File: src/rtl/fifo_arb_pkg.sv
// rtl/fifo_arb_pkg.sv - shared types and round-robin pick helper for fifo_wr_arbiter
package fifo_arb_pkg;

  typedef enum logic {ARB_IDLE, ARB_LOCK} arb_state_t;

  localparam int MAX_REQ = 16;

  typedef struct packed {
    logic       found;
    logic [3:0] idx;
  } pick_t;

  // First valid index at or after ptr, searching upward with modulo-nreq wrap.
  // The wrap uses an explicit compare so non-power-of-2 nreq works.
  function automatic pick_t rr_pick(input logic [MAX_REQ-1:0] valid,
                                    input logic [3:0] ptr,
                                    input int nreq);
    pick_t p;
    int    j;
    p.found = 1'b0;
    p.idx   = 4'd0;
    for (int k = 0; k < MAX_REQ; k++) begin
      if (k < nreq) begin
        j = int'(ptr) + k;
        if (j >= nreq) j = j - nreq;
        if (!p.found && valid[j[3:0]]) begin
          p.found = 1'b1;
          p.idx   = j[3:0];
        end
      end
    end
    return p;
  endfunction

endpackage

File: src/rtl/fifo_wr_arbiter_pick.sv
// rtl/fifo_wr_arbiter_pick.sv - masked priority encoder producing a one-hot round-robin grant
module rr_pick_onehot #(
  parameter int N   = 4,
  parameter int IDW = 2
) (
  input  logic [N-1:0]   req,
  input  logic [IDW-1:0] ptr,
  output logic [N-1:0]   gnt
);

  logic [N-1:0] masked;
  logic [N-1:0] low_masked;
  logic [N-1:0] low_plain;

  // Lowest set bit at or above ptr; fall back to the lowest set bit overall.
  always_comb begin
    masked = '0;
    for (int i = 0; i < N; i++) begin
      masked[i] = req[i] & (i >= int'(ptr));
    end
    low_masked = masked & (~masked + 1'b1);
    low_plain  = req & (~req + 1'b1);
    gnt        = (masked != '0) ? low_masked : low_plain;
  end

endmodule

File: src/rtl/fifo_wr_arbiter.sv
// rtl/fifo_wr_arbiter.sv - round-robin write arbiter with burst lock; stats via FIFO_ARB_STATS_EN
module fifo_wr_arbiter
  import fifo_arb_pkg::*;
#(
  parameter int NREQ      = 4,
  parameter int DWIDTH    = 16,
  parameter int BURST_LEN = 4,
  parameter int CNTW      = 16
) (
  input  logic                     clk,
  input  logic                     rst,
  input  logic [NREQ-1:0]          req_valid,
  input  logic [NREQ*DWIDTH-1:0]   req_data,
  output logic [NREQ-1:0]          req_ready,
  input  logic                     fifo_full,
  output logic                     fifo_wr_en,
  output logic [DWIDTH-1:0]        fifo_wr_data,
  output logic [$clog2(NREQ)-1:0]  grant_id,
  output logic                     busy
`ifdef FIFO_ARB_STATS_EN
  ,
  input  logic                     stat_clr,
  output logic [NREQ*CNTW-1:0]     stat_cnt
`endif
);

  localparam int IDW = $clog2(NREQ);
  localparam int BCW = $clog2(BURST_LEN + 1);

  arb_state_t       state, state_n;
  logic [IDW-1:0]   rr_ptr, rr_ptr_n;
  logic [IDW-1:0]   lock_id, lock_id_n;
  logic [BCW-1:0]   burst_cnt, burst_cnt_n;
  logic [NREQ-1:0]  pick_gnt;
  logic [NREQ-1:0]  grant;
  logic [IDW-1:0]   gid;
  logic [DWIDTH-1:0] mux_data;
  logic             accept;
  pick_t            pick;

  function automatic logic [IDW-1:0] next_idx(input logic [IDW-1:0] x);
    return (x == IDW'(NREQ - 1)) ? '0 : x + 1'b1;
  endfunction

  rr_pick_onehot #(.N(NREQ), .IDW(IDW)) u_pick (
    .req (req_valid),
    .ptr (rr_ptr),
    .gnt (pick_gnt)
  );

  // Grant selection: round-robin pick in IDLE, fixed to the lock owner in LOCK.
  always_comb begin
    pick     = rr_pick(MAX_REQ'(req_valid), 4'(rr_ptr), NREQ);
    grant    = '0;
    gid      = '0;
    mux_data = '0;
    if (state == ARB_IDLE) begin
      grant = pick.found ? pick_gnt : '0;
      gid   = IDW'(pick.idx);
    end else begin
      gid            = lock_id;
      grant[lock_id] = req_valid[lock_id];
    end
    accept = (|grant) && !fifo_full;
    for (int i = 0; i < NREQ; i++) begin
      if (gid == IDW'(i)) mux_data = req_data[i*DWIDTH +: DWIDTH];
    end
  end

  // Outputs are forced low while reset is asserted so they drop without waiting for a clock.
  always_comb begin
    req_ready    = (rst || fifo_full) ? '0 : grant;
    fifo_wr_en   = accept && !rst;
    fifo_wr_data = (accept && !rst) ? mux_data : '0;
    grant_id     = rst ? '0 : gid;
    busy         = (state == ARB_LOCK) && !rst;
  end

  // Next-state: start a burst on accept, end it on the last beat or when the owner drops valid.
  always_comb begin
    state_n     = state;
    rr_ptr_n    = rr_ptr;
    lock_id_n   = lock_id;
    burst_cnt_n = burst_cnt;
    if (state == ARB_IDLE) begin
      if (accept) begin
        if (BURST_LEN == 1) begin
          rr_ptr_n = next_idx(gid);
        end else begin
          lock_id_n   = gid;
          burst_cnt_n = BCW'(1);
          state_n     = ARB_LOCK;
        end
      end
    end else begin
      if (!req_valid[lock_id]) begin
        state_n     = ARB_IDLE;
        rr_ptr_n    = next_idx(lock_id);
        burst_cnt_n = '0;
      end else if (accept) begin
        if (burst_cnt == BCW'(BURST_LEN - 1)) begin
          state_n     = ARB_IDLE;
          rr_ptr_n    = next_idx(lock_id);
          burst_cnt_n = '0;
        end else begin
          burst_cnt_n = burst_cnt + 1'b1;
        end
      end
    end
  end

  // State register.
  always_ff @(posedge clk or posedge rst) begin
    if (rst) begin
      state     <= ARB_IDLE;
      rr_ptr    <= '0;
      lock_id   <= '0;
      burst_cnt <= '0;
    end else begin
      state     <= state_n;
      rr_ptr    <= rr_ptr_n;
      lock_id   <= lock_id_n;
      burst_cnt <= burst_cnt_n;
    end
  end

`ifdef FIFO_ARB_STATS_EN
  logic [CNTW-1:0] cnt_q [NREQ];

  // Per-requester accepted-beat counters; clear wins over increment, saturate at all-ones.
  always_ff @(posedge clk or posedge rst) begin
    if (rst) begin
      for (int i = 0; i < NREQ; i++) cnt_q[i] <= '0;
    end else begin
      for (int i = 0; i < NREQ; i++) begin
        if (stat_clr) begin
          cnt_q[i] <= '0;
        end else if (req_valid[i] && req_ready[i] && (cnt_q[i] != '1)) begin
          cnt_q[i] <= cnt_q[i] + 1'b1;
        end
      end
    end
  end

  for (genvar g = 0; g < NREQ; g++) begin : g_stat
    assign stat_cnt[g*CNTW +: CNTW] = cnt_q[g];
  end
`endif

endmodule

File: config.mk
export PLATFORM = sky130hd
export DESIGN_NAME = fifo_wr_arbiter
export DESIGN_NICKNAME = d
export VERILOG_FILES = /design/src/rtl/fifo_arb_pkg.sv /design/src/rtl/fifo_wr_arbiter_pick.sv /design/src/rtl/fifo_wr_arbiter.sv
export SDC_FILE = /design/constraint.sdc
export NUM_CORES = 1
export LEC_CHECK = 0
export CAP_MARGIN = 20
export CORE_ASPECT_RATIO = 1.25
export CORE_UTILIZATION = 30
export CTS_CLUSTER_DIAMETER = 80
export DETAILED_ROUTE_END_ITERATION = 7
export GPL_ROUTABILITY_DRIVEN = 0
export SLEW_MARGIN = 20
export SYNTH_ARGS = -nofsm -noshare
export SYNTH_HDL_FRONTEND = slang
export SYNTH_SLANG_ARGS = --single-unit
File: constraint.sdc
create_clock -name clk -period 2.75 [get_ports clk]
set_input_delay 0.4125 -clock clk [delete_from_list [all_inputs] [get_ports clk]]
set_output_delay 0.4125 -clock clk [all_outputs]
set_load 0.01 [all_outputs]
; ---- Yosys cells after proc, flatten, opt, wreduce, memory -nomap -nowiden
; Index checks and enable logic that the tools add are counted.
[word_totals]
reg_bits = 8
[op_classes]
bitwise = 9
magnitude_cmp = 13
n_reduce_logical = 20
muxes = 45
add_sub_neg = 11
n_eq_ne = 7
[ops]
columns = cell, count
row1 = $mux 16, 5
row2 = $mux 4, 8
row3 = $lt 4x5->1 const B, 4
row4 = $mux 5, 4
row5 = $bmux 1 s4, 4
row6 = $mux 3, 5
row7 = $and 4x4->4, 3
row8 = $mux 2, 6
row9 = $sub 3x3->4 const B, 3
row10 = $mux 1, 11
row11 = $ge 3x3->1 const B, 3
row12 = $add 4x1->4 const B, 2
row13 = $not 4->4, 2
row14 = $logic_and 1x1->1, 7
row15 = $add 2x2->3 const B, 2
row16 = $eq 2x2->1 const B, 3
row17 = $logic_not 1->1, 5
row18 = $ge 1x2->1 const A, 2
row19 = $reduce_and 2->1, 2
row20 = $reduce_bool 4->1, 1
row21 = $reduce_or 4->1, 1
row22 = $sub 2x3->4 const B, 1
row23 = $add 2x1->3 const B, 1
row24 = $add 3x1->3 const B, 1
row25 = 17 further kinds, 19

; ---- Longest topological paths before layout
; Gate-level depths: netlist (run 1).
[logic_depth]
word_depth = 21
depth_mapped = 11
depth_no_buf = 8

; ---- Modules after synthesis
; A second synthesis (run 1) with hierarchy kept.
[hier_totals]
hier_cells = 216
area_unflattened_um2 = 1890.6
[by_module_without_submodules]
columns = module, cells_each, area_per_inst_um2, n_inst
row1 = fifo_wr_arbiter, 199, 1786.7, 1
row2 = rr_pick_onehot, 17, 103.8, 1

; ---- Worst setup path before layout (run 1)
; OpenSTA, ideal clock, no wires.
[synth_path]
path_type = reg2out
start = register rr_ptr[0]
end = output fifo_wr_data[0]
required_ps = 2338
arrival_time_ps = 2626
path_buffers = 3
stages_incl_launch_ff = 11
setup_slack_ps = -288
cell_sequence = dfrtp_1 -> buf_6 -> inv_1 -> ha_1 -> or3_4 -> and4bb_4 -> buf_12 -> nor3_4 -> buf_12 -> a221oi_2 -> a211oi_2
[synth_between]
elab_chain_len = 21
word_cells_on_any_way = 59
[synth_rtl]
columns = element, line
row1 = start: declaration, fifo_wr_arbiter.sv:31  ; logic [IDW-1:0] rr_ptr, rr_ptr_n;
row2 = start signal: assignment, fifo_wr_arbiter.sv:121  ; rr_ptr <= rr_ptr_n;
row3 = "parallel branches: the longest is 20 deep, another holds $sub 3x3->4", -
row4 = $mux 16 (*), fifo_wr_arbiter.sv:74  ; fifo_wr_data = (accept && !rst) ? mux_data : '0;
row5 = end: declaration, fifo_wr_arbiter.sv:17  ; output logic [DWIDTH-1:0] fifo_wr_data,
; Mark *: on every way between the ends. The select of a mux whose other input is x is not followed.

; ---- Final worst setup path (run 1)
[layout_path]
start = register rr_ptr[0]
end = output fifo_wr_data[3]
; The elaborated chain is that of the path after synthesis.

==> results.toml, run 1 <==
[final_layout]
n_fill_cell = 589
final_cells = 504
drive_gt1_share_pct = 55.56
syn2layout_area_growth_pct = 97.40
nets = 497
insertedDiodeCount = 0

[floorplanning]
rows = 34
die_h_um = 98.06
die_width_um = 78.85
initial_core_util_pct = 31.36
dieArea_um2 = 7732
coreArea_um2 = 7062
ios = 95

[detailed_routing]
via_per_inst = 5.671
vias = 2858
ant_nets = 0
first_pass_iters = 4
drt_iter0_markers = 108
postRouteWirelength_um = 9317
wl_per_cell_um = 18.49
drc = 0

[global_routing]
grt_max_degree = 27
grt_first_pass_wirelength_um = 14350
grtUsageTotal_pct = 23.17
grt_pass1_vias = 2926
antenna_found_initial = 0
overflow = 0

[timing]
layout_min_cycle_time_ps = 3283
worst-slew-pin-transition_ps = 432.3
rsz0062_at_grt = "true"
setup_viol = 23
timing.final.max_slew_violations = 0
max_slew_margin_pct = 70.88
min_period_over_period_pct = 119.4
finClkSkew_ps = 1.478
hold_violations = 0
fmax_mhz = 304.6
setup_ws_ps = -532.7
holdWs_ps = 507.7

[synth]
async_flop_share_pct = 100.0
ys.flop_type = "dfrtp_1"
yosysSeqAreaShare_pct = 9.040
yosysMostFrequentCell = "o21ai_0"
synth.avg_cell_area_um2 = 8.753
synth_cells = 253
synth_fp_nets = 335
synth_top_area_share_pct = 9.040
muxShareOfSynthArea_pct = 7.910
yosys-top-cells-area = "dfrtp_1 9.0%, a221oi_1 8.7%, o21ai_0 7.7%, a221oi_2 7.5%, a211oi_2 6.2%"
synth_top_cell_by_area = "dfrtp_1"
yosys.cell_types.count = 62
synth_top_family_by_area = "compound AO/OA/AOI/OAI gates"
ys_ff_latch = 8
synthAdderAreaFrac_pct = 6.215
synthTopCellsByCount = "34 x o21ai_0, 24 x inv_1, 22 x a221oi_1"
synth_edf_count = 0
syn-cell-area_um2 = 2215
synthXorXnorAreaFrac_pct = 0
synth-compound-area-share_pct = 50.28
ys_warn_count = 0
yosys.area_share.simple_pct = 11.13

[clock_tree]
clock-sinks = 8
cts_tree = "yes"
cts_max_path_buffers = 2
htreeDepth = 1
root_buffer = "clkbuf_8"
cts_buffers = 3
clk_latency_ps = 230
hold_buffers = 0
path_clk_slew_ps = 40

[critical_path]
cpPeakStageDelay_ps = 480
crit_arrival_ps = 2870
r2r_end = "lock_id[0]"
critPathRequiredTime_ps = 2340
worst_path_max_delay_cell = "dfrtp_2"
endpoint_kind = "output port"
startpoint_type = "flop"
reg2reg_from = "rr_ptr[0]"
r2r.worst_path.cells = 13
crit_fanout = 5
crit_type = "flop to output port"
r2r_slack_ps = 160
cp_cell_sequence = "buf_12 -> inv_6 -> ha_4 -> mux4_2 -> nand2_2 -> and4bb_4 -> buf_4 -> o31ai_4 -> buf_6 -> a221oi_4 -> a211oi_2 -> buf_2"

[power_and_ir_drop]
powerDensity_nw_per_um2 = 1419
p_switching_uw = 2956
seqPwrFrac_pct = 4.2
power.internal_uw = 3249
vdd_drop_max_mv = 0.7514
power_frac_comb_pct = 93.4
clock_power_share_pct = 2.4
p_leak_uw = 0.001802
power.total_uw = 6205
switching_share_pct = 47.64

[placement]
dp_cells = 460
hpwlAfterDp_um = 5973
port_buffers = 94

[run_status]
violations = "setup timing"
status = "complete, but fails checks"

[worst_hold_path]
worstHoldStart = "burst_cnt[2]"
worstHoldPathCells = 2
hold_class = "flop to flop"
worstHoldEndpoint = "burst_cnt[2]"

[flow_run]
drv_cap = 0
==> layout make-up <==
type | instances | area [µm²] | share of cell area (%)
repair buffers | 184 | 1732 | 39.61
inverters | 25 | 98.84 | 2.261
multi-input cells | 193 | 2181 | 49.89
flip-flops and latches | 8 | 202.7 | 4.637
clock buffers | 4 | 45.04 | 1.030
well taps | 90 | 112.6 | 2.576
==> critical path: cells and delay by family (launching register included) <==
| family | cells | cell delay (ps) |
|---|---|---|
| adder cells (fa/ha/maj) | 1 | 270 |
| multiplexers | 1 | 300 |
| AND/OR/NAND/NOR | 2 | 300 |
| buffers and inverters | 5 | 690 |
| flip-flops | 1 | 480 |
| AO/OA/AOI/OAI | 3 | 590 |
==> power groups by stage <==
stage / Clock (µW) / Combinational [µW] / Sequential [µW]
4_1_cts: 157 / 5430 / 249
3_3_place_gp: 0 / 3790 / 246
2_1_floorplan: 0 / 2680 / 229
6_report: 150 / 5800 / 259
5_1_grt: 163 / 6150 / 267
3_5_place_dp: 0 / 3830 / 247
==> sequential cells by signal, indices dropped and copies added (netlist names) <==
name / flops
rr_ptr: 2
state: 1
burst_cnt: 3
lock_id: 2
==> logic make-up (layout without fill, tap and decap cells) <==
group           after synthesis  in the layout
compound gates              124            125
buf+inv                      53            213
simple gates                 44             44
mux                          13             13
fa+ha+maj                    11             11
flops                         8              8
==> repair_timing <==
action	4_1_cts	5_1_grt
cloned	6	1
setup endpoints to repair	23	29
resized for setup	184	30
setup buffers	28	13
pin swaps	27	18
==> metrics by stage <==
step	TNS, ps	util, %	cell area (µm²)	setup WS (ps)
6_report	-9469	61.91	4372	-532.7
5_1_grt	-11640	61.91	4372	-591.9
4_1_cts	-8938	60.03	4239	-496.6
3_5_place_dp	-22260	49.91	3525	-1144
3_3_place_gp	-21240	49.91	3525	-1094
2_1_floorplan	-751.3	-	2261	-75.54
==> per-layer routing <==
metal | track usage (%) | vias to the layer above | part of all wire, %
li1 | - | 1339 | -
met1 | 25.86 | 1368 | 37
met3 | 3.364 | 23 | 5.6
met5 | 0 | - | 0
met2 | 44.21 | 128 | 54
met4 | 6.993 | 0 | 2.8
==> layout by cell type (no fill, tap or decap), types with 4 or more instances in the layout <==
master | Yosys | routed
buf_6 | 5 | 22
dfrtp_1 | 8 | 6
mux2_2 | 6 | 5
o311a_1 | 9 | 8
ha_1 | 11 | 7
a221oi_4 | 0 | 12
nand2b_1 | 4 | 4
o21ai_0 | 34 | 25
o21ai_2 | 0 | 8
buf_4 | 1 | 60
buf_12 | 2 | 7
a211oi_2 | 11 | 17
clkdlybuf4s50_1 | 0 | 67
mux2i_1 | 4 | 4
buf_2 | 4 | 21
nor2_1 | 12 | 8
o311a_2 | 7 | 7
inv_1 | 24 | 22
nand2_1 | 10 | 10
a221oi_2 | 11 | 21
dlygate4sd2_1 | 0 | 4
==> how the worst max path moves through the flow <==
| stage | endpoint | startpoint | slack, ps |
|---|---|---|---|
| after floorplan | fifo_wr_data[0] | rr_ptr[0] | -80 |
| after global placement | fifo_wr_data[15] | req_valid[3] | -1090 |
| after detailed placement | fifo_wr_data[15] | req_valid[1] | -1140 |
| after CTS | fifo_wr_data[7] | rr_ptr[0] | -500 |
| after global routing | fifo_wr_data[3] | rr_ptr[0] | -590 |
| final | fifo_wr_data[3] | rr_ptr[0] | -530 |
No activity file was read; power rests on OpenSTA's default activity.
==> inputs of run 2 (changes only) <==
Settings changed: CORE_MARGIN set to 4.
==> run 2 against run 1 <==
  * The run still ends with setup timing left
  * Sequential cell count did not move
  * Clock-buffer cell count did not move
  * Maximum frequency rose by 3.1%
  * Global-route usage fell by 3.7 points
  * Hold slack got worse by 18 ps
  * First-iteration DRC count rose by 3.7%
  * Clock skew rose by 5.4 ps
  * Combinational power fell by 13%
  * Final cell count fell by 4.6%
  * Critical endpoint is now fifo_wr_data[8]
  * Highest routed layer unchanged
==> results.toml, run 2 (synthesis gave the netlist of run 1 again) <==
[run_status]
status = "complete, but fails checks"
violations = "setup timing"

[detailed_routing]
drt_iter0_markers = 112
via_per_inst = 5.620
postRouteWirelength_um = 8885
vias = 2703
wl_per_cell_um = 18.47
drc = 0
first_pass_iters = 4
ant_nets = 0

[timing]
setup_viol = 23
worst-slew-pin-transition_ps = 474.8
fmax_mhz = 314.2
max_slew_margin_pct = 68.01
setup_tns_ps = -7642
finClkSkew_ps = 6.857
hold_violations = 0
rsz0062_at_grt = "true"
min_period_over_period_pct = 115.7
layout_min_cycle_time_ps = 3183
holdWs_ps = 489.7
timing.final.max_slew_violations = 0
setup_ws_ps = -432.8

[critical_path]
r2r_slack_ps = 40
crit_type = "flop to output port"
crit_arrival_ps = 2770
startpoint_type = "flop"
critPathRequiredTime_ps = 2340
endpoint_kind = "output port"
reg2reg_from = "rr_ptr[0]"
r2r.worst_path.cells = 11
crit_fanout = 6
r2r_end = "lock_id[0]"

[clock_tree]
cts_max_path_buffers = 2
cts_tree = "yes"
path_clk_slew_ps = 50
clock-sinks = 8
hold_buffers = 0
cts_buffers = 3
htreeDepth = 1
clk_latency_ps = 230
root_buffer = "clkbuf_8"

[floorplanning]
ios = 95
dieArea_um2 = 8829
die_h_um = 104.1
rows = 34
initial_core_util_pct = 31.36
coreArea_um2 = 7062
die_width_um = 84.85

[flow_run]
drv_cap = 0

[global_routing]
overflow = 0
grtUsageTotal_pct = 19.42
antenna_found_initial = 0
grt_max_degree = 27
grt_first_pass_wirelength_um = 14360
grt_pass1_vias = 2902

[final_layout]
insertedDiodeCount = 0
final_area_um2 = 4034
drive_gt1_share_pct = 48.85
mostFrequentLayoutCell = "clkdlybuf4s50_1"
largest_reg_flops = 3
final_cell_mix = "67 x clkdlybuf4s50_1, 45 x buf_4, 33 x o21ai_0"
fin_util_pct = 57.12
nets = 474
top_register = "burst_cnt"
final_cells = 481
syn2layout_area_growth_pct = 82.15
reg.largest.list = "burst_cnt x3, lock_id x2, rr_ptr x2"

[placement]
dp_cells = 460
placed_area_um2 = 3537
port_buffers = 94
hpwlAfterDp_um = 6378

[power_and_ir_drop]
p_leak_uw = 0.001619
powerDensity_nw_per_um2 = 1348
vdd_drop_max_mv = 0.6333

[worst_hold_path]
worstHoldPathCells = 2
worstHoldStart = "burst_cnt[2]"
worstHoldEndpoint = "burst_cnt[2]"
hold_class = "flop to flop"
[run 2: cell count changes in the layout (fill, tap and decap cells not counted), moves of 6 or more]
cell	previous run	this run
a221oi_2	21	28
a221oi_4	12	5
o21ai_0	25	33
o311a_2	7	1
o21ai_2	8	0
buf_4	60	45
[run 2: how the worst max path moves through the flow]
stage / start / endpoint / cells past startpoint
floorplan: rr_ptr[0] / fifo_wr_data[0] / 11
global placement: req_valid[0] / fifo_wr_data[8] / 8
detailed placement: req_valid[0] / fifo_wr_data[8] / 8
CTS: rr_ptr[0] / fifo_wr_data[3] / 10
global route: rr_ptr[0] / fifo_wr_data[8] / 10
finish: rr_ptr[0] / fifo_wr_data[8] / 12
[run 2: per-layer routing]
metal	vias to the layer above	routed length, µm	track usage (%)
met4	0	415	8.484
li1	1287	-	-
met1	1294	3532	21.89
met3	31	418	3.328
met2	91	4520	35.11
met5	-	0	0
[run 2: power breakdown]
| part | switching (µW) | internal [µW] | total [µW] | leakage (µW) |
|---|---|---|---|---|
| Combinational | 2540 | 2500 | 5040 | 0.00150 |
| Sequential | 70.9 | 177 | 248 | 0.0000969 |
| Clock | 48.1 | 101 | 149 | 0.0000228 |
[run 2: what timing repair did]
action | in CTS | in global routing
endpoints found under the setup margin | 23 | 25
setup buffers | 16 | 1
gates cloned | 3 | 0
pin swaps | 46 | 5
gates resized for setup | 162 | 9
[run 2: stage by stage]
stage | setup WS (ps) | power, µW
floorplan | -75.54 | 2908
global placement | -1099 | 4080
detailed placement | -1165 | 4137
CTS | -388.8 | 5225
global route | -522.9 | 5783
finish | -432.8 | 5439
[run 2: worst max-delay path: stages, from the launching register on]
cell and delay [ps]:
dfrtp_2 440, buf_12 130, inv_6 30, ha_4 270, mux4_2 300, nand2_2 90, and4bb_4 210, buf_6 130
o31ai_4 250, buf_6 200, a221oi_2 70, a211oi_2 240, buf_2 170
[run 2: cell type report]
class / instances / area (µm²)
well taps: 90 / 112.6
flip-flops and latches: 8 / 202.7
inverters: 25 / 98.84
repair buffers: 161 / 1503
clock buffers: 4 / 45.04
multi-input cells: 193 / 2072
fillers: 646 / 3028
==> RTL change 1 (settings of run 2) <==
The option `FIFO_ARB_STATS_EN` is turned on by a define.
--- a/src/rtl/fifo_wr_arbiter.sv
+++ b/src/rtl/fifo_wr_arbiter.sv
@@ -1,4 +1,6 @@
 // rtl/fifo_wr_arbiter.sv - round-robin write arbiter with burst lock; stats via FIFO_ARB_STATS_EN
+`define FIFO_ARB_STATS_EN
+
 module fifo_wr_arbiter
   import fifo_arb_pkg::*;
 #(
Ports: changed (added stat_clr and stat_cnt); port bits go from 95 to 160. The function was not compared with the original's and may differ.
==> RTL change 1 against run 2 <==
The run still ends with negative setup slack left. Worst setup slack worse by 0.26 ns. Power grew 44%. Critical endpoint is now fifo_wr_data[10]. Hold slack worse by 0.16 ns. Largest power group unchanged. Cell area is 120% higher. Critical path depth grew 2. Routed wire length increased by 110%. Die area is 120% higher. Synthesized area increased by 130%. Sequential cell count grew 64.
==> RTL change 1: results (changes against run 2) <==
Parameter                              Value

Setup path
  Critical Path Sink    fifo_wr_data[10]
  Number of cells traversed by the worst register-to-register path    18 (+7)
  Largest fanout on the critical path    7 (+1)
  Largest stage delay on the critical path    0.41 ns (-0.03 ns)
  Endpoint of the lowest-slack register-to-register path    stat_cnt[60]
  Register-to-register path setup slack    -0.53 ns (-0.57 ns)

Layout
  Fraction of cell area in non-clock buffers    0.289 (-0.0834)
  Number of non-clock inverters in the layout    16 (-36%)
  Final instance area    9000 um^2 (+120%)
  Net count, final    898 (+89%)
  Area of the multi-input gates    3950 um^2 (+91%)
  Core occupancy in the finished layout    0.534 (-0.0368)
  Number of sequential storage elements    72 (+64)
  Number of flip-flops in the largest register    64 (+61)
  Clock network contribution to total cell area    0.0342 (+0.0230)
  Fraction of layout cells with a size suffix above 1    0.330 (-0.159)
  Non-clock buffer count in the final layout    260 (+61%)

Synthesis
  Commonest cells in the netlist    73 x nor2_1, 72 x dfrtp_1, 40 x xnor2_1
  Synthesized instance count    578 (+130%)
  Sequential cell area fraction in the yosys report    0.349 (+0.259)
  Synth Net Count    665 (+99%)
  Top cells by area in the synthesized netlist    dfrtp_1 35%, xnor2_1 6.8%, nor2_1 5.3%

Hold path
  Sink of the worst hold path    stat_cnt[51]
  Min-Delay Path Class    in2reg
  Startpoint of the most critical hold path    stat_clr

Routing
  Detail-routed via count per cell    5.26 (-6.4%)
  Number of DRC markers in iteration 0    208 (+86%)
  Final routed wire length divided by cell count    18.0 um (-2.3%)
  Post-Route WL    18,700 um (+110%)

STA
  Total Neg Setup Slack    -27.80 ns (-20.15 ns)
  Final setup fails    87 (+280%)
  Final-layout worst hold slack    0.328 ns (-0.162 ns)
  Slew HR    0.244 (-0.436)
  Worst setup skew after layout    0.00776 ns (+0.000901 ns)
  Final setup margin    -0.692 ns (-0.259 ns)

Clock tree
  Post-CTS repair timing setup buffer count    13 (-3)
  Post-CTS Resized    152 (-6.2%)
  Clock latency on the worst-skew pair    0.34 ns (+0.11 ns)
  Clk Tree Root Cell    clkbuf_16
  Maximum level of the CTS H-tree    3 (+2)
  Clock buffer count from CTS    9 (+6)

Placed design
  HPWL after detailed placement    12,600 um (+98%)
  Placed Instances    987 (+110%)
  Pre-CTS WS    -1.05 ns (+0.117 ns)
  Quantity of I/O buffers inserted on ports    159 (+69%)
  Area after DPL    7550 um^2 (+110%)

Global route
  Global-route usage over all layers    0.178 (-0.0164)
  Maximum number of pins on one net before global-route repair    58 (+110%)

Status
  Run status    complete, but fails checks
  Violations in the final reports    negative setup slack

Power and ir drop
  Reported leakage power    3.61 nW (+120%)
  VDD IR-drop max    526 uV (-17%)
RTL change 1: cells by family after synthesis:
kind of cell / count (synthesis) / share of synthesized area
AND/OR/NAND/NOR: 250 / 0.253
AO/OA/AOI/OAI: 106 / 0.164
flip-flops: 72 / 0.349
buffers and inverters: 54 / 0.0463
XOR/XNOR: 51 / 0.0866
multiplexers: 30 / 0.0645
adder cells (fa/ha/maj): 15 / 0.0364
RTL change 1: routing by layer:
| metal | global-route usage | vias to the layer above | wire length, um |
|---|---|---|---|
| met5 | 0 | - | 0 |
| met2 | 0.320 | 163 | 9840 |
| met1 | 0.212 | 2692 | 7610 |
| li1 | - | 2570 | - |
| met3 | 0.0408 | 27 | 944 |
| met4 | 0.0491 | 0 | 298 |
RTL change 1: report_power, final:
group / internal (mW) / switching [mW] / total [mW] / leakage [nW]
Clock: 0.748 / 0.454 / 1.20 / 0.148
Sequential: 1.12 / 0.0866 / 1.21 / 0.992
Combinational: 2.87 / 2.53 / 5.41 / 2.47
==> RTL change 2 (flow settings as in run 2) <==
Made on the original files. Change the parameter `DWIDTH` from 16 to 14.
--- a/src/rtl/fifo_wr_arbiter.sv
+++ b/src/rtl/fifo_wr_arbiter.sv
@@ -3,7 +3,7 @@
   import fifo_arb_pkg::*;
 #(
   parameter int NREQ      = 4,
-  parameter int DWIDTH    = 16,
+  parameter int DWIDTH    = 14,
   parameter int BURST_LEN = 4,
   parameter int CNTW      = 16
 ) (
Ports: changed (resized fifo_wr_data and req_data); port bits go from 95 to 85. No check against the original RTL was run, so the function may have changed too.
==> RTL change 2 against run 2 <==
The flow still finishes with violations (negative setup slack). Synthesized area decreased by 28%. Global-route usage down 1.8 points. Hold slack better by 0.0027 ns. Cell area decreased by 22%. Sequential cell count stayed put. Power decreased by 33%. Routed wire length is 35% lower. Worst setup slack got worse by 0.053 ns. Combinational power fell by 35%. Count of clock-buffer cells in the layout decreased by 1. First-iteration DRC count shrank 16%. Highest routed layer unchanged.
==> RTL change 2: results (changes against run 2) <==
Parameter                              Value

Power and ir drop
  Switch Pwr    1.49 mW (-44%)
  Reported leakage power    1.56 nW (-3.3%)
  VDD IR-drop max    742 uV (+17%)

Routing
  Number of iterations in the first detailed-routing pass    5 (+1)
  Number of DRC markers in iteration 0    94 (-16%)
  Via count of the routed design    1,967 (-27%)
  Number of nets with antenna violations after routing    0 (unchanged)
  Post-Route WL    5810 um (-35%)

Synthesis
  Multiplexer fraction of the synthesized cell area    0.280 (+0.201)
  Synthesized-area fraction occupied by xor and xnor cells    0 (unchanged)
  Synth Net Count    264 (-21%)
  Compound-gate portion of the synthesized area    0.253 (-0.250)
  Number of warning messages in the yosys log    0 (unchanged)
  Synthesized instance count    190 (-25%)
  Sequential cell area fraction in the yosys report    0.125 (+0.0343)
  Commonest cells in the netlist    25 x nand2_1, 19 x mux2_2, 19 x mux2i_1
  Leading register cell type out of synthesis    dfrtp_1
  Unique masters post-synth    43 (-31%)
  Proportion of synthesized flip-flops having asynchronous set or reset    1.00 (unchanged)
  Top cells by area in the synthesized netlist    mux2_2 13%, dfrtp_1 12%, mux2i_1 12%
  Area share of fa/ha/maj cells after synthesis    0.0857 (+0.0236)

Layout
  Net count, final    399 (-16%)
  Filler instances    457 (-29%)
  Count of placed standard cells in the final layout, fillers left out    385 (-20%)
  Fraction of layout cells with a size suffix above 1    0.396 (-0.0922)
  Registers with the highest flip-flop counts    burst_cnt: 3 flops, lock_id: 2 flops, rr_ptr: 2 flops

Setup path
  Slowest stage cell, crit path    or4b_4
  Largest stage delay on the critical path    0.52 ns (+0.08 ns)
  Register-to-register path setup slack    -0.18 ns (-0.22 ns)
  Worst reg2reg startpoint    rr_ptr[0]
  Largest fanout on the critical path    8 (+2)
  Endpoint of the lowest-slack register-to-register path    rr_ptr[0]
  Worst path top cell family by delay    simple AND/OR/NAND/NOR gates
  Critical Path AT    2.82 ns (+0.05 ns)

Clock tree
  Clock input transition at the sequential cells of the worst setup and hold paths    0.04 ns
  Maximum buffer depth of the clock tree    2 (unchanged)
  Maximum level of the CTS H-tree    1 (unchanged)
  Clk Tree Root Cell    clkbuf_8
  Clock latency on the worst-skew pair    0.23 ns (about the same)

Global route
  Global-route usage over all layers    0.176 (-0.0183)
  Maximum number of pins on one net before global-route repair    16 (-41%)
  First-pass GRT wire length    9380 um (-35%)
  Antenna violations before repair    0 (unchanged)

STA
  Final-layout worst hold slack    0.492 ns (+0.00274 ns)
  Worst setup skew after layout    0.00231 ns (-0.00455 ns)
  Transition time of the tightest slew-check pin    0.391 ns (-0.0835 ns)
  Final setup margin    -0.486 ns (-0.0531 ns)
  Final hold violation count    0 (unchanged)
  Final setup fails    25 (+8.7%)

Status
  Run status    complete, but fails checks
  Violations in the final reports    negative setup slack

Hold path
  Sink of the worst hold path    burst_cnt[2]
  Min-Delay Path Class    reg2reg
  Worst hold path stage count    2 (unchanged)

Placed design
  Quantity of I/O buffers inserted on ports    84 (-11%)
  HPWL after detailed placement    4440 um (-30%)
  Placed Instances    365 (-21%)
-- RTL change 2: cell count changes in the layout (fill, tap and decap cells not counted), moves of 11 or more --
cell	delta
mux2i_1	+15
o211a_1	+13
inv_1	-16
a211oi_2	-15
a221oi_2	-28
nand2_1	+14
mux2_2	+11
o21ai_0	-31
-- RTL change 2: worst reg2reg max path, delay by kind of cell (launching register included) --
| family | cells | cell delay (ns) |
|---|---|---|
| AOI/OAI and AO/OA | 2 | 0.34 |
| buffers and inverters | 4 | 0.52 |
| and+or+nand+nor | 3 | 0.88 |
| muxes | 2 | 0.64 |
| DFF | 1 | 0.44 |
-- RTL change 2: cells by family after synthesis --
group,after synthesis
flip-flops,8
buffers and inverters,23
AND/OR/NAND/NOR,60
adder cells (fa/ha/maj),11
AO/OA/AOI/OAI,48
multiplexers,40
-- RTL change 2: per-layer routing --
layer | global-route usage | part of all wire | routed length, um
met1 | 0.192 | 0.37 | 2180
met2 | 0.310 | 0.50 | 2920
met3 | 0.0692 | 0.11 | 655
met4 | 0.0438 | 0.0096 | 56
met5 | 0 | 0 | 0
-- RTL change 2: layout make-up --
cell class	instances	area, um^2	share of cell area
inverter	8	35.0	0.0111
tap	62	77.6	0.0246
sequential	8	203	0.0643
clock buffer	3	41.3	0.0131
multi-input combinational	160	1430	0.453
timing repair buffer	144	1370	0.434
-- RTL change 2: through the flow --
step / instance area [um^2] / worst slack, ns / power, mW / util / setup TNS [ns]
after floorplan: 1640 / -0.149 / 1.79 / - / -1.46
after global placement: 2820 / -0.922 / 2.73 / 0.552 / -19.07
after detailed placement: 2820 / -0.965 / 2.75 / 0.552 / -20.09
after CTS: 3020 / -0.482 / 3.46 / 0.591 / -8.31
after global routing: 3150 / -0.572 / 3.95 / 0.616 / -10.89
final: 3150 / -0.486 / 3.67 / 0.616 / -8.70
-- RTL change 2: what timing repair did --
action,in CTS,in global routing
endpoints found under the setup margin,26,27
gates resized for setup,109,15
pin swaps,19,9
gates cloned,4,0
buffers inserted,7,6
hold endpoints to repair,0,0
-- RTL change 2: worst max path at each step --
stage	start	end	slack, ns	cells after the start
floorplan	rr_ptr[1]	fifo_wr_data[0]	-0.15	11
global placement	req_valid[1]	fifo_wr_data[2]	-0.92	9
detailed placement	req_valid[3]	fifo_wr_data[2]	-0.96	9
CTS	rr_ptr[0]	fifo_wr_data[3]	-0.48	11
global route	rr_ptr[0]	fifo_wr_data[2]	-0.57	10
finish	rr_ptr[0]	fifo_wr_data[2]	-0.49	10
-- RTL change 2: power by group through the flow --
stage	sequential, mW	combinational (mW)	clock (mW)
global route	0.248	3.56	0.149
floorplan	0.215	1.57	0
global placement	0.234	2.50	0
CTS	0.238	3.08	0.145
finish	0.239	3.28	0.142
detailed placement	0.235	2.52	0
